File: src/rtl/uart_fifo.sv
// Full-duplex UART with programmable bit period, TX/RX FIFOs,
// 3-sample majority voting on RX and per-word break/frame/parity flags.
module uart_fifo #(
  parameter int    NR_BITS   = 8,
  parameter string PARITY    = "NONE",
  parameter int    STOP_BITS = 1,
  parameter int    DIV_WIDTH = 16,
  parameter int    TX_DEPTH  = 16,
  parameter int    RX_DEPTH  = 16
) (
  input  logic                 clk,
  input  logic                 rst_n,
  input  logic [DIV_WIDTH-1:0] baud_div,
  input  logic [NR_BITS-1:0]   uart_tx_d,
  input  logic                 uart_tx_dv,
  output logic                 uart_tx_dr,
  output logic [NR_BITS-1:0]   uart_rx_d,
  output logic [2:0]           uart_rx_err,
  output logic                 uart_rx_dv,
  input  logic                 uart_rx_dr,
  output logic                 rx_overrun,
  input  logic                 err_clr,
  output logic                 tx_busy,
  input  logic                 uart_rx,
  output logic                 uart_tx
);

  localparam logic PAR_EN    = (PARITY != "NONE");
  localparam logic PAR_ODD   = (PARITY == "ODD");
  localparam logic LAST_STOP = (STOP_BITS == 2);
  localparam int   TAW       = $clog2(TX_DEPTH);
  localparam int   RAW       = $clog2(RX_DEPTH);
  localparam int   EW        = NR_BITS + 3;
  localparam logic [4:0]           LAST_BIT = 5'(NR_BITS - 1);
  localparam logic [DIV_WIDTH-1:0] DIV_ONE  = DIV_WIDTH'(1);
  localparam logic [TAW:0]         TP_ONE   = (TAW + 1)'(1);
  localparam logic [RAW:0]         RP_ONE   = (RAW + 1)'(1);

  typedef enum logic [2:0] {
    TX_IDLE  = 3'd0,
    TX_START = 3'd1,
    TX_DATA  = 3'd2,
    TX_PAR   = 3'd3,
    TX_STOP  = 3'd4
  } tx_state_t;

  typedef enum logic [2:0] {
    RX_IDLE  = 3'd0,
    RX_START = 3'd1,
    RX_DATA  = 3'd2,
    RX_PAR   = 3'd3,
    RX_STOP  = 3'd4,
    RX_BRK   = 3'd5
  } rx_state_t;

  // Parity bit for a data word: even parity is the XOR, odd is its inverse.
  function automatic logic par_bit(input logic [NR_BITS-1:0] d);
    return (^d) ^ PAR_ODD;
  endfunction

  // Majority of three samples.
  function automatic logic maj3(input logic a, input logic b, input logic c);
    return (a & b) | (a & c) | (b & c);
  endfunction

  // ---------------- TX FIFO ----------------
  logic [NR_BITS-1:0] r_txf_mem [TX_DEPTH];
  logic [TAW:0]       r_txf_wr;
  logic [TAW:0]       r_txf_rd;
  logic               w_txf_empty;
  logic               w_txf_full;
  logic               w_txf_push;
  logic [NR_BITS-1:0] w_txf_head;
  logic               w_tx_load;

  assign w_txf_empty = (r_txf_wr == r_txf_rd);
  assign w_txf_full  = (r_txf_wr[TAW] != r_txf_rd[TAW]) &&
                       (r_txf_wr[TAW-1:0] == r_txf_rd[TAW-1:0]);
  assign w_txf_push  = uart_tx_dv & ~w_txf_full;
  assign w_txf_head  = r_txf_mem[r_txf_rd[TAW-1:0]];
  assign uart_tx_dr  = ~w_txf_full;

  // TX FIFO storage write port.
  always_ff @(posedge clk) begin
    if (w_txf_push) begin
      r_txf_mem[r_txf_wr[TAW-1:0]] <= uart_tx_d;
    end
  end

  // TX FIFO pointers; the read side advances whenever the FSM loads a word.
  always_ff @(posedge clk or negedge rst_n) begin
    if (!rst_n) begin
      r_txf_wr <= '0;
      r_txf_rd <= '0;
    end else begin
      if (w_txf_push) r_txf_wr <= r_txf_wr + TP_ONE;
      if (w_tx_load)  r_txf_rd <= r_txf_rd + TP_ONE;
    end
  end

  // ---------------- TX FSM ----------------
  tx_state_t              r_tx_state;
  logic [DIV_WIDTH-1:0]   r_tx_cnt;
  logic [DIV_WIDTH-1:0]   r_tx_div;
  logic [NR_BITS-1:0]     r_tx_sh;
  logic [4:0]             r_tx_bidx;
  logic                   r_tx_sidx;
  logic                   r_tx_par;
  logic                   r_tx;
  logic                   w_tx_bit_end;

  // Frame-start decision: load from IDLE, or chain straight out of the last stop bit.
  always_comb begin
    w_tx_bit_end = (r_tx_cnt == r_tx_div);
    if (r_tx_state == TX_IDLE) begin
      w_tx_load = ~w_txf_empty;
    end else if (r_tx_state == TX_STOP) begin
      w_tx_load = w_tx_bit_end & (r_tx_sidx == LAST_STOP) & ~w_txf_empty;
    end else begin
      w_tx_load = 1'b0;
    end
  end

  // TX frame sequencer; uart_tx is a register so the line never glitches.
  always_ff @(posedge clk or negedge rst_n) begin
    if (!rst_n) begin
      r_tx_state <= TX_IDLE;
      r_tx_cnt   <= '0;
      r_tx_div   <= '0;
      r_tx_sh    <= '0;
      r_tx_bidx  <= 5'd0;
      r_tx_sidx  <= 1'b0;
      r_tx_par   <= 1'b0;
      r_tx       <= 1'b1;
    end else if (w_tx_load) begin
      r_tx_state <= TX_START;
      r_tx       <= 1'b0;
      r_tx_sh    <= w_txf_head;
      r_tx_par   <= par_bit(w_txf_head);
      r_tx_div   <= baud_div;
      r_tx_cnt   <= '0;
    end else if (r_tx_state == TX_IDLE) begin
      r_tx <= 1'b1;
    end else if (!w_tx_bit_end) begin
      r_tx_cnt <= r_tx_cnt + DIV_ONE;
    end else begin
      r_tx_cnt <= '0;
      case (r_tx_state)
        TX_START: begin
          r_tx_state <= TX_DATA;
          r_tx       <= r_tx_sh[0];
          r_tx_sh    <= {1'b0, r_tx_sh[NR_BITS-1:1]};
          r_tx_bidx  <= 5'd0;
        end
        TX_DATA: begin
          if (r_tx_bidx == LAST_BIT) begin
            if (PAR_EN) begin
              r_tx_state <= TX_PAR;
              r_tx       <= r_tx_par;
            end else begin
              r_tx_state <= TX_STOP;
              r_tx       <= 1'b1;
              r_tx_sidx  <= 1'b0;
            end
          end else begin
            r_tx_bidx <= r_tx_bidx + 5'd1;
            r_tx      <= r_tx_sh[0];
            r_tx_sh   <= {1'b0, r_tx_sh[NR_BITS-1:1]};
          end
        end
        TX_PAR: begin
          r_tx_state <= TX_STOP;
          r_tx       <= 1'b1;
          r_tx_sidx  <= 1'b0;
        end
        TX_STOP: begin
          if (r_tx_sidx == LAST_STOP) begin
            r_tx_state <= TX_IDLE;
            r_tx       <= 1'b1;
          end else begin
            r_tx_sidx <= 1'b1;
          end
        end
        default: begin
          r_tx_state <= TX_IDLE;
          r_tx       <= 1'b1;
        end
      endcase
    end
  end

  assign uart_tx = r_tx;
  assign tx_busy = ~w_txf_empty | (r_tx_state != TX_IDLE);

  // ---------------- RX front end ----------------
  logic r_rx_s1;
  logic r_rx_s2;
  logic r_rx_prev;

  // Two-flop synchronizer plus one delay stage for falling-edge detection.
  always_ff @(posedge clk or negedge rst_n) begin
    if (!rst_n) begin
      r_rx_s1   <= 1'b1;
      r_rx_s2   <= 1'b1;
      r_rx_prev <= 1'b1;
    end else begin
      r_rx_s1   <= uart_rx;
      r_rx_s2   <= r_rx_s1;
      r_rx_prev <= r_rx_s2;
    end
  end

  // ---------------- RX FSM ----------------
  rx_state_t            r_rx_state;
  logic [DIV_WIDTH-1:0] r_rx_cnt;
  logic [DIV_WIDTH-1:0] r_rx_div;
  logic [1:0]           r_rx_smp;
  logic [NR_BITS-1:0]   r_rx_sh;
  logic                 r_rx_pbit;
  logic [4:0]           r_rx_bidx;
  logic                 r_rx_push;
  logic [EW-1:0]        r_rx_pdat;
  logic [DIV_WIDTH-1:0] w_rx_m;
  logic                 w_smp0;
  logic                 w_smp1;
  logic                 w_smp2;
  logic                 w_rx_bit_end;
  logic                 w_maj;
  logic                 w_rx_brk;
  logic                 w_rx_perr;

  // Sample-point decode and per-word error evaluation.
  always_comb begin
    w_rx_m       = r_rx_div >> 1;
    w_smp0       = (r_rx_cnt == (w_rx_m - DIV_ONE));
    w_smp1       = (r_rx_cnt == w_rx_m);
    w_smp2       = (r_rx_cnt == (w_rx_m + DIV_ONE));
    w_rx_bit_end = (r_rx_cnt == r_rx_div);
    w_maj        = maj3(r_rx_smp[0], r_rx_smp[1], r_rx_s2);
    w_rx_brk     = (r_rx_sh == {NR_BITS{1'b0}}) && !(PAR_EN && r_rx_pbit) && !w_maj;
    w_rx_perr    = PAR_EN && (r_rx_pbit != par_bit(r_rx_sh));
  end

  // RX frame walker; the word is pushed at the first stop-bit decision.
  always_ff @(posedge clk or negedge rst_n) begin
    if (!rst_n) begin
      r_rx_state <= RX_IDLE;
      r_rx_cnt   <= '0;
      r_rx_div   <= '0;
      r_rx_smp   <= 2'b00;
      r_rx_sh    <= '0;
      r_rx_pbit  <= 1'b0;
      r_rx_bidx  <= 5'd0;
      r_rx_push  <= 1'b0;
      r_rx_pdat  <= '0;
    end else begin
      r_rx_push <= 1'b0;
      case (r_rx_state)
        RX_IDLE: begin
          if (r_rx_prev & ~r_rx_s2) begin
            r_rx_state <= RX_START;
            r_rx_cnt   <= '0;
            r_rx_div   <= baud_div;
          end
        end
        RX_BRK: begin
          if (r_rx_s2) r_rx_state <= RX_IDLE;
        end
        RX_START, RX_DATA, RX_PAR, RX_STOP: begin
          if (w_rx_bit_end) r_rx_cnt <= '0;
          else              r_rx_cnt <= r_rx_cnt + DIV_ONE;
          if (w_smp0) r_rx_smp[0] <= r_rx_s2;
          if (w_smp1) r_rx_smp[1] <= r_rx_s2;
          if (w_smp2) begin
            case (r_rx_state)
              RX_START: if (w_maj) r_rx_state <= RX_IDLE;
              RX_DATA:  r_rx_sh   <= {w_maj, r_rx_sh[NR_BITS-1:1]};
              RX_PAR:   r_rx_pbit <= w_maj;
              RX_STOP: begin
                r_rx_push  <= 1'b1;
                r_rx_pdat  <= {w_rx_brk, ~w_maj, w_rx_perr, r_rx_sh};
                r_rx_state <= w_rx_brk ? RX_BRK : RX_IDLE;
              end
              default: ;
            endcase
          end
          if (w_rx_bit_end) begin
            case (r_rx_state)
              RX_START: begin
                r_rx_state <= RX_DATA;
                r_rx_bidx  <= 5'd0;
              end
              RX_DATA: begin
                if (r_rx_bidx == LAST_BIT) r_rx_state <= PAR_EN ? RX_PAR : RX_STOP;
                else                       r_rx_bidx  <= r_rx_bidx + 5'd1;
              end
              RX_PAR:  r_rx_state <= RX_STOP;
              default: ;
            endcase
          end
        end
        default: r_rx_state <= RX_IDLE;
      endcase
    end
  end

  // ---------------- RX FIFO (first-word-fall-through) ----------------
  logic [EW-1:0] r_rxf_mem [RX_DEPTH];
  logic [RAW:0]  r_rxf_wr;
  logic [RAW:0]  r_rxf_rd;
  logic          r_ovr;
  logic          w_rxf_empty;
  logic          w_rxf_full;
  logic          w_rxf_pop;
  logic          w_rxf_wr;
  logic [EW-1:0] w_rxf_head;

  assign w_rxf_empty = (r_rxf_wr == r_rxf_rd);
  assign w_rxf_full  = (r_rxf_wr[RAW] != r_rxf_rd[RAW]) &&
                       (r_rxf_wr[RAW-1:0] == r_rxf_rd[RAW-1:0]);
  assign w_rxf_pop   = ~w_rxf_empty & uart_rx_dr;
  assign w_rxf_wr    = r_rx_push & (~w_rxf_full | w_rxf_pop);
  assign w_rxf_head  = r_rxf_mem[r_rxf_rd[RAW-1:0]];

  // RX FIFO storage write port.
  always_ff @(posedge clk) begin
    if (w_rxf_wr) begin
      r_rxf_mem[r_rxf_wr[RAW-1:0]] <= r_rx_pdat;
    end
  end

  // RX FIFO pointers and sticky overrun; a new overrun beats err_clr.
  always_ff @(posedge clk or negedge rst_n) begin
    if (!rst_n) begin
      r_rxf_wr <= '0;
      r_rxf_rd <= '0;
      r_ovr    <= 1'b0;
    end else begin
      if (w_rxf_wr)  r_rxf_wr <= r_rxf_wr + RP_ONE;
      if (w_rxf_pop) r_rxf_rd <= r_rxf_rd + RP_ONE;
      if (r_rx_push & w_rxf_full & ~w_rxf_pop) r_ovr <= 1'b1;
      else if (err_clr)                        r_ovr <= 1'b0;
    end
  end

  assign uart_rx_dv  = ~w_rxf_empty;
  assign uart_rx_d   = w_rxf_empty ? {NR_BITS{1'b0}} : w_rxf_head[NR_BITS-1:0];
  assign uart_rx_err = w_rxf_empty ? 3'b000 : w_rxf_head[EW-1:NR_BITS];
  assign rx_overrun  = r_ovr;

endmodule

File: config.mk
export PLATFORM = sky130hd
export DESIGN_NAME = uart_fifo
export DESIGN_NICKNAME = d
export VERILOG_FILES = /design/src/rtl/uart_fifo.sv
export SDC_FILE = /design/constraint.sdc
export NUM_CORES = 1
export LEC_CHECK = 0
export CAP_MARGIN = 20
export CORE_UTILIZATION = 32
export CTS_BUF_LIST = sky130_fd_sc_hd__clkbuf_8
export CTS_CLUSTER_SIZE = 20
export DETAILED_ROUTE_END_ITERATION = 6
export DONT_BUFFER_PORTS = 1
export PLACE_DENSITY = 0.46
export SYNTH_ARGS = -nofsm -noshare
export SYNTH_HDL_FRONTEND = slang
export SYNTH_SLANG_ARGS = --single-unit
File: constraint.sdc
create_clock -name clk -period 4.2 [get_ports clk]
set_clock_uncertainty 0.2 [all_clocks]
set_input_delay 0.63 -clock clk [delete_from_list [all_inputs] [get_ports clk]]
set_output_delay 0.63 -clock clk [all_outputs]
set_load 0.03 [all_outputs]
# ---- Word level (Yosys, flattened, before mapping)
# Memories as Yosys holds them, arrays and structs flattened.
# Cells that the tools add are included.
dict set report op_classes {
  n_mux 53
  eq_ne 32
  n_addsub 10
  bitwise_logic 25
  n_reduce_logical 30
}
# op count
set op_table {}
lappend op_table {{2-to-1 mux 16 bit} 5}
lappend op_table {{== test 16 bit} 4}
lappend op_table {{2-to-1 mux 8 bit} 5}
lappend op_table {{2-to-1 mux 3 bit} 13}
lappend op_table {{adder 16 x 1 -> 16 bit, second input constant} 2}
lappend op_table {{case mux 16 bit (2 select lines)} 1}
lappend op_table {{adder 5 x 1 -> 5 bit, second input constant} 6}
lappend op_table {{case mux 5 bit (2 select lines)} 2}
lappend op_table {{2-to-1 mux 1 bit} 18}
lappend op_table {{case mux 3 bit (3 select lines)} 2}
lappend op_table {{adder 15 x 1 -> 16 bit, second input constant} 1}
lappend op_table {{== test 16 x 15 -> 1 bit} 1}
lappend op_table {{case mux 8 bit (2 select lines)} 1}
lappend op_table {{subtractor 15 x 1 -> 16 bit, second input constant} 1}
lappend op_table {{== test 3 x 2 -> 1 bit, second input constant} 4}
lappend op_table {{inequality test 2 bit, second input constant} 6}
lappend op_table {{case mux 3 bit (4 select lines)} 1}
lappend op_table {{AND reduction 2 bit} 6}
lappend op_table {{AND reduction 4 bit} 3}
lappend op_table {{nonzero test 3 bit} 4}
lappend op_table {{bitwise AND 1 bit} 11}
lappend op_table {{== test 5 x 3 -> 1 bit, second input constant} 2}
lappend op_table {{== test 5 bit} 2}
lappend op_table {{2-to-1 mux 5 bit} 2}
lappend op_table {{18 further kinds} 47}
dict set report word_totals {
  output_inout_bits 16
  memories 2
  regBits 135
  ramBits 288
}
# name depth word_bits read_ports rd_ports_with_merged_regs wr line
set memory_table {}
lappend memory_table {r_rxf_mem 16 10 1 0 1 308} ;# logic [EW-1:0] r_rxf_mem [RX_DEPTH];
lappend memory_table {r_txf_mem 16 8 1 0 1 67} ;# logic [NR_BITS-1:0] r_txf_mem [TX_DEPTH];

# ---- Depth between registers and ports, before layout
dict set report depth {
  ltp_word 12
  ltp_mapped 10
  depth_no_buf 9
}

# ---- Least setup slack after synthesis
# OpenSTA, ideal clock, no wires.
dict set report synth_timing {
  kind {reg2out}
  startpoint {register r_rxf_rd[0]}
  endpoint {output uart_rx_d[7]}
  path_stages_with_launch 6
  required_time_ns 3.370
  path_buffers 2
  arrival_ns 2.401
  slack_ns 0.969
  path_cell_list {dfrtp_1 -> clkbuf_1 -> buf_1 -> mux4_2 -> mux4_2 -> nor2b_1}
}
dict set report synth_between {
  elab_chain_cells 2
}
# item line
set synth_lines {}
lappend synth_lines {{start: declaration} 310} ;# logic [RAW:0] r_rxf_rd;
lappend synth_lines {{start signal: assignment} 340} ;# if (w_rxf_pop) r_rxf_rd <= r_rxf_rd + RP_ONE;
lappend synth_lines {{memory (16 x 10 bit) or == test 5 bit (tied branches)} -}
lappend synth_lines {{2-to-1 mux 8 bit (*)} 347} ;# assign uart_rx_d = w_rxf_empty ? {NR_BITS{1'b0}} : w_rxf_head[NR_BITS-1:0];
lappend synth_lines {{end: declaration} 17} ;# output logic [NR_BITS-1:0] uart_rx_d,
# Every way passes the cells marked *; elsewhere a longest branch is shown, timed or not.

# ---- Worst setup path after layout
dict set report layout_timing {
  startpoint {register r_rxf_rd[1]}
  endpoint {output uart_rx_d[7]}
}
# The elaborated chain is that of the path after synthesis.

==> results.cfg <==
[global_routing]
use_met2 = 0.229
grt_pass1_vias = 11500
met1_usage = 0.207
grt_use_met3 = 0.0303
grt_max_degree = 135
grt_most_used_layer = met2
grt-ovfl-total = 0
antenna_found_initial = 1
grt_use_total = 0.149
grt_pass1_wl_um = 68600

[synthesis]
synth_top_area_share = 0.455
synth_top_cell_by_area = edfxtp_1
syn_avg_cell_area_um2 = 14.6
synth_top_family_by_area = multiplexers
synthTopCellsByArea = edfxtp_1 (46%), dfrtp_1 (17%), mux4_2 (9.7%)
synth.cell_area_mm2 = 0.0190
synthXorXnorAreaFrac = 0.0448
yosys.area_share.simple = 0.103
synth_edf_count = 288
ys_types = 80
synth_fp_nets = 1344
synthFlopType = edfxtp_1
synth.most_common_cell = edfxtp_1
async_flop_share = 0.318
yosys_warnings = 0
synth_fa_ha_area_frac = 0.0105
yosys-top-cells-count = edfxtp_1 (288), dfrtp_1 (130), nand2_1 (99)
seq_area_frac_synth = 0.632
ys_seq_elements = 422
yosys-mux-area-fraction = 0.131
synth-compound-area-share = 0.0519
syn_inst = 1298

[detailed_routing]
drc = 0
drtIter0Drc = 571
drt_first_pass_iters = 5
vias = 10800
via_per_inst = 4.97
wirelength_um = 43300
ant_nets = 0
wl_per_cell_um = 19.9

[timing]
setup-tns-final_ns = 0
final-hold-violation-count = 0
tightest_slew_ns = 0.930
fin_crit_ns = 3.65
fin_crit_sh = 0.869
setup_viol_count_final = 0
max_freq_mhz = 274
rsz0062_at_grt = no
drv_slew = 0
slew_headroom = 0.377

[power]
leakage_nw = 7.97
total_power_mw = 11.3
peakVddDrop_mv = 0.325
power.density_mw_per_mm2 = 523

[layout]
finalCoreUtilization = 0.372
drive_gt1_frac = 0.194
final_cells = 2171
area_delta_synth_final_pct = 13.9
nets = 1392

[clock_network]
clock_sinks = 422
cts_resized = 0
cts_tree = built
cts.clk_slew.worst_paths_ns = 0.06
clockBufferDepth = 3
numCtsBuffers = 76
clk_latency_ns = 0.63
htree_num_levels = 3
cts-root-buf = clkbuf_8

[floorplanning]
num_rows = 88
start_util = 0.327
die_w_um = 246
die_area_mm2 = 0.0603
ios = 46
die-height_um = 246
core_area_mm2 = 0.0581

[critical_path]
end_kind = output port
cp.depth = 4
crit_buf_inv = 0
slowest_delay_ns = 0.80
cp.arrival_ns = 2.82
crit_chain = xnor2_1 -> nand4_1 -> nor2_1 -> nor2b_1
cp_max_fo = 23
reg2reg_depth = 8
cp.required_ns = 3.37
slowest_stage = dfrtp_2
worstSetupPathType = reg2out
cp_top_family = simple AND/OR/NAND/NOR gates
critPathLaunchType = flip-flop

[placed_design]
place.gp.congestion = 0.821
io_buffers = 0
hpwl_um = 27400
placedCellCount = 2005

[flow_run]
drv_cap = 0

[run_status]
outcome = completed

[worst_hold_path]
hp-class = in2reg
hold_depth = 2
==> registers in the layout, summed over array words and instances, names as in the netlist, 10 cells and up <==
register and count:
r_rxf_mem 160, r_txf_mem 128, r_rx_cnt 16, r_rx_div 16
r_tx_cnt 16, r_tx_div 16, r_rx_pdat 10
==> cell type report <==
| class | count | area (um^2) |
|---|---|---|
| well taps | 765 | 957 |
| fillers | 5562 | 36500 |
| flip-flops and latches | 422 | 12000 |
| repair buffers | 53 | 510 |
| clock buffers | 82 | 1130 |
| multi-input cells | 762 | 6510 |
| inverters | 31 | 116 |
| clock inverters | 55 | 389 |
| diodes | 1 | 2.50 |
==> per-layer routing <==
metal,up-vias,share of wire
met5,-,0
met4,0,0.021
met3,70,0.040
met2,182,0.46
met1,5522,0.48
li1,5021,-
==> placed cells by master (no fill, tap or decap), types with 25 or more instances in the layout <==
master,instances
xnor2_1,37
edfxtp_1,288
clkbuf_8,82
inv_1,46
xor2_1,57
o21ai_0,59
nand2_1,99
mux4_2,82
and2_1,30
dlygate4sd3_1,27
nand3_1,32
dfrtp_1,127
nor2_1,46
nand4_1,25
==> cell families after synthesis <==
logic type,count (synthesis)
adders and majority gates,16
AOI/OAI and AO/OA,152
buffers and inverters,114
and+or+nand+nor,361
xor gates and xnor gates,95
muxes,137
other,1
DFF,422
==> per-stage QoR <==
step	hold WS [ns]	setup WS (ns)	cell area, um^2
2_1_floorplan	0.134	0.969	19000
3_3_place_gp	0.141	0.976	19800
3_5_place_dp	0.141	0.947	19800
4_1_cts	0.0405	0.396	21600
5_1_grt	0.0905	0.318	21600
6_report	0.0829	0.550	21600
==> where the power goes <==
part / internal [mW] / switching [mW]
combinational: 0.963 / 1.16
clock: 2.17 / 1.72
sequential: 4.74 / 0.558
total: 7.88 / 3.44
==> timing repair <==
action | 4_1_cts | 5_1_grt
hold buffers | 28 | 0
setup buffers | 0 | 0
hold endpoints to repair | 296 | 0
==> final timing paths <==
| path | start | endpoint | slack (ns) |
|---|---|---|---|
| max | r_rxf_rd[1] | uart_rx_d[7] | 0.55 |
| min | uart_rx_dr | rx_overrun | 0.08 |
| max reg2reg | r_rx_div[2] | r_rx_pdat[7] | 0.92 |
| min reg2reg | r_rx_s1 | r_rx_s2 | 0.15 |
| max in group asynchronous | rst_n | r_rxf_rd[0] | 2.74 |
| min in group asynchronous | rst_n | r_rx_div[2] | 0.43 |
(Power assumes the default switching activity.)
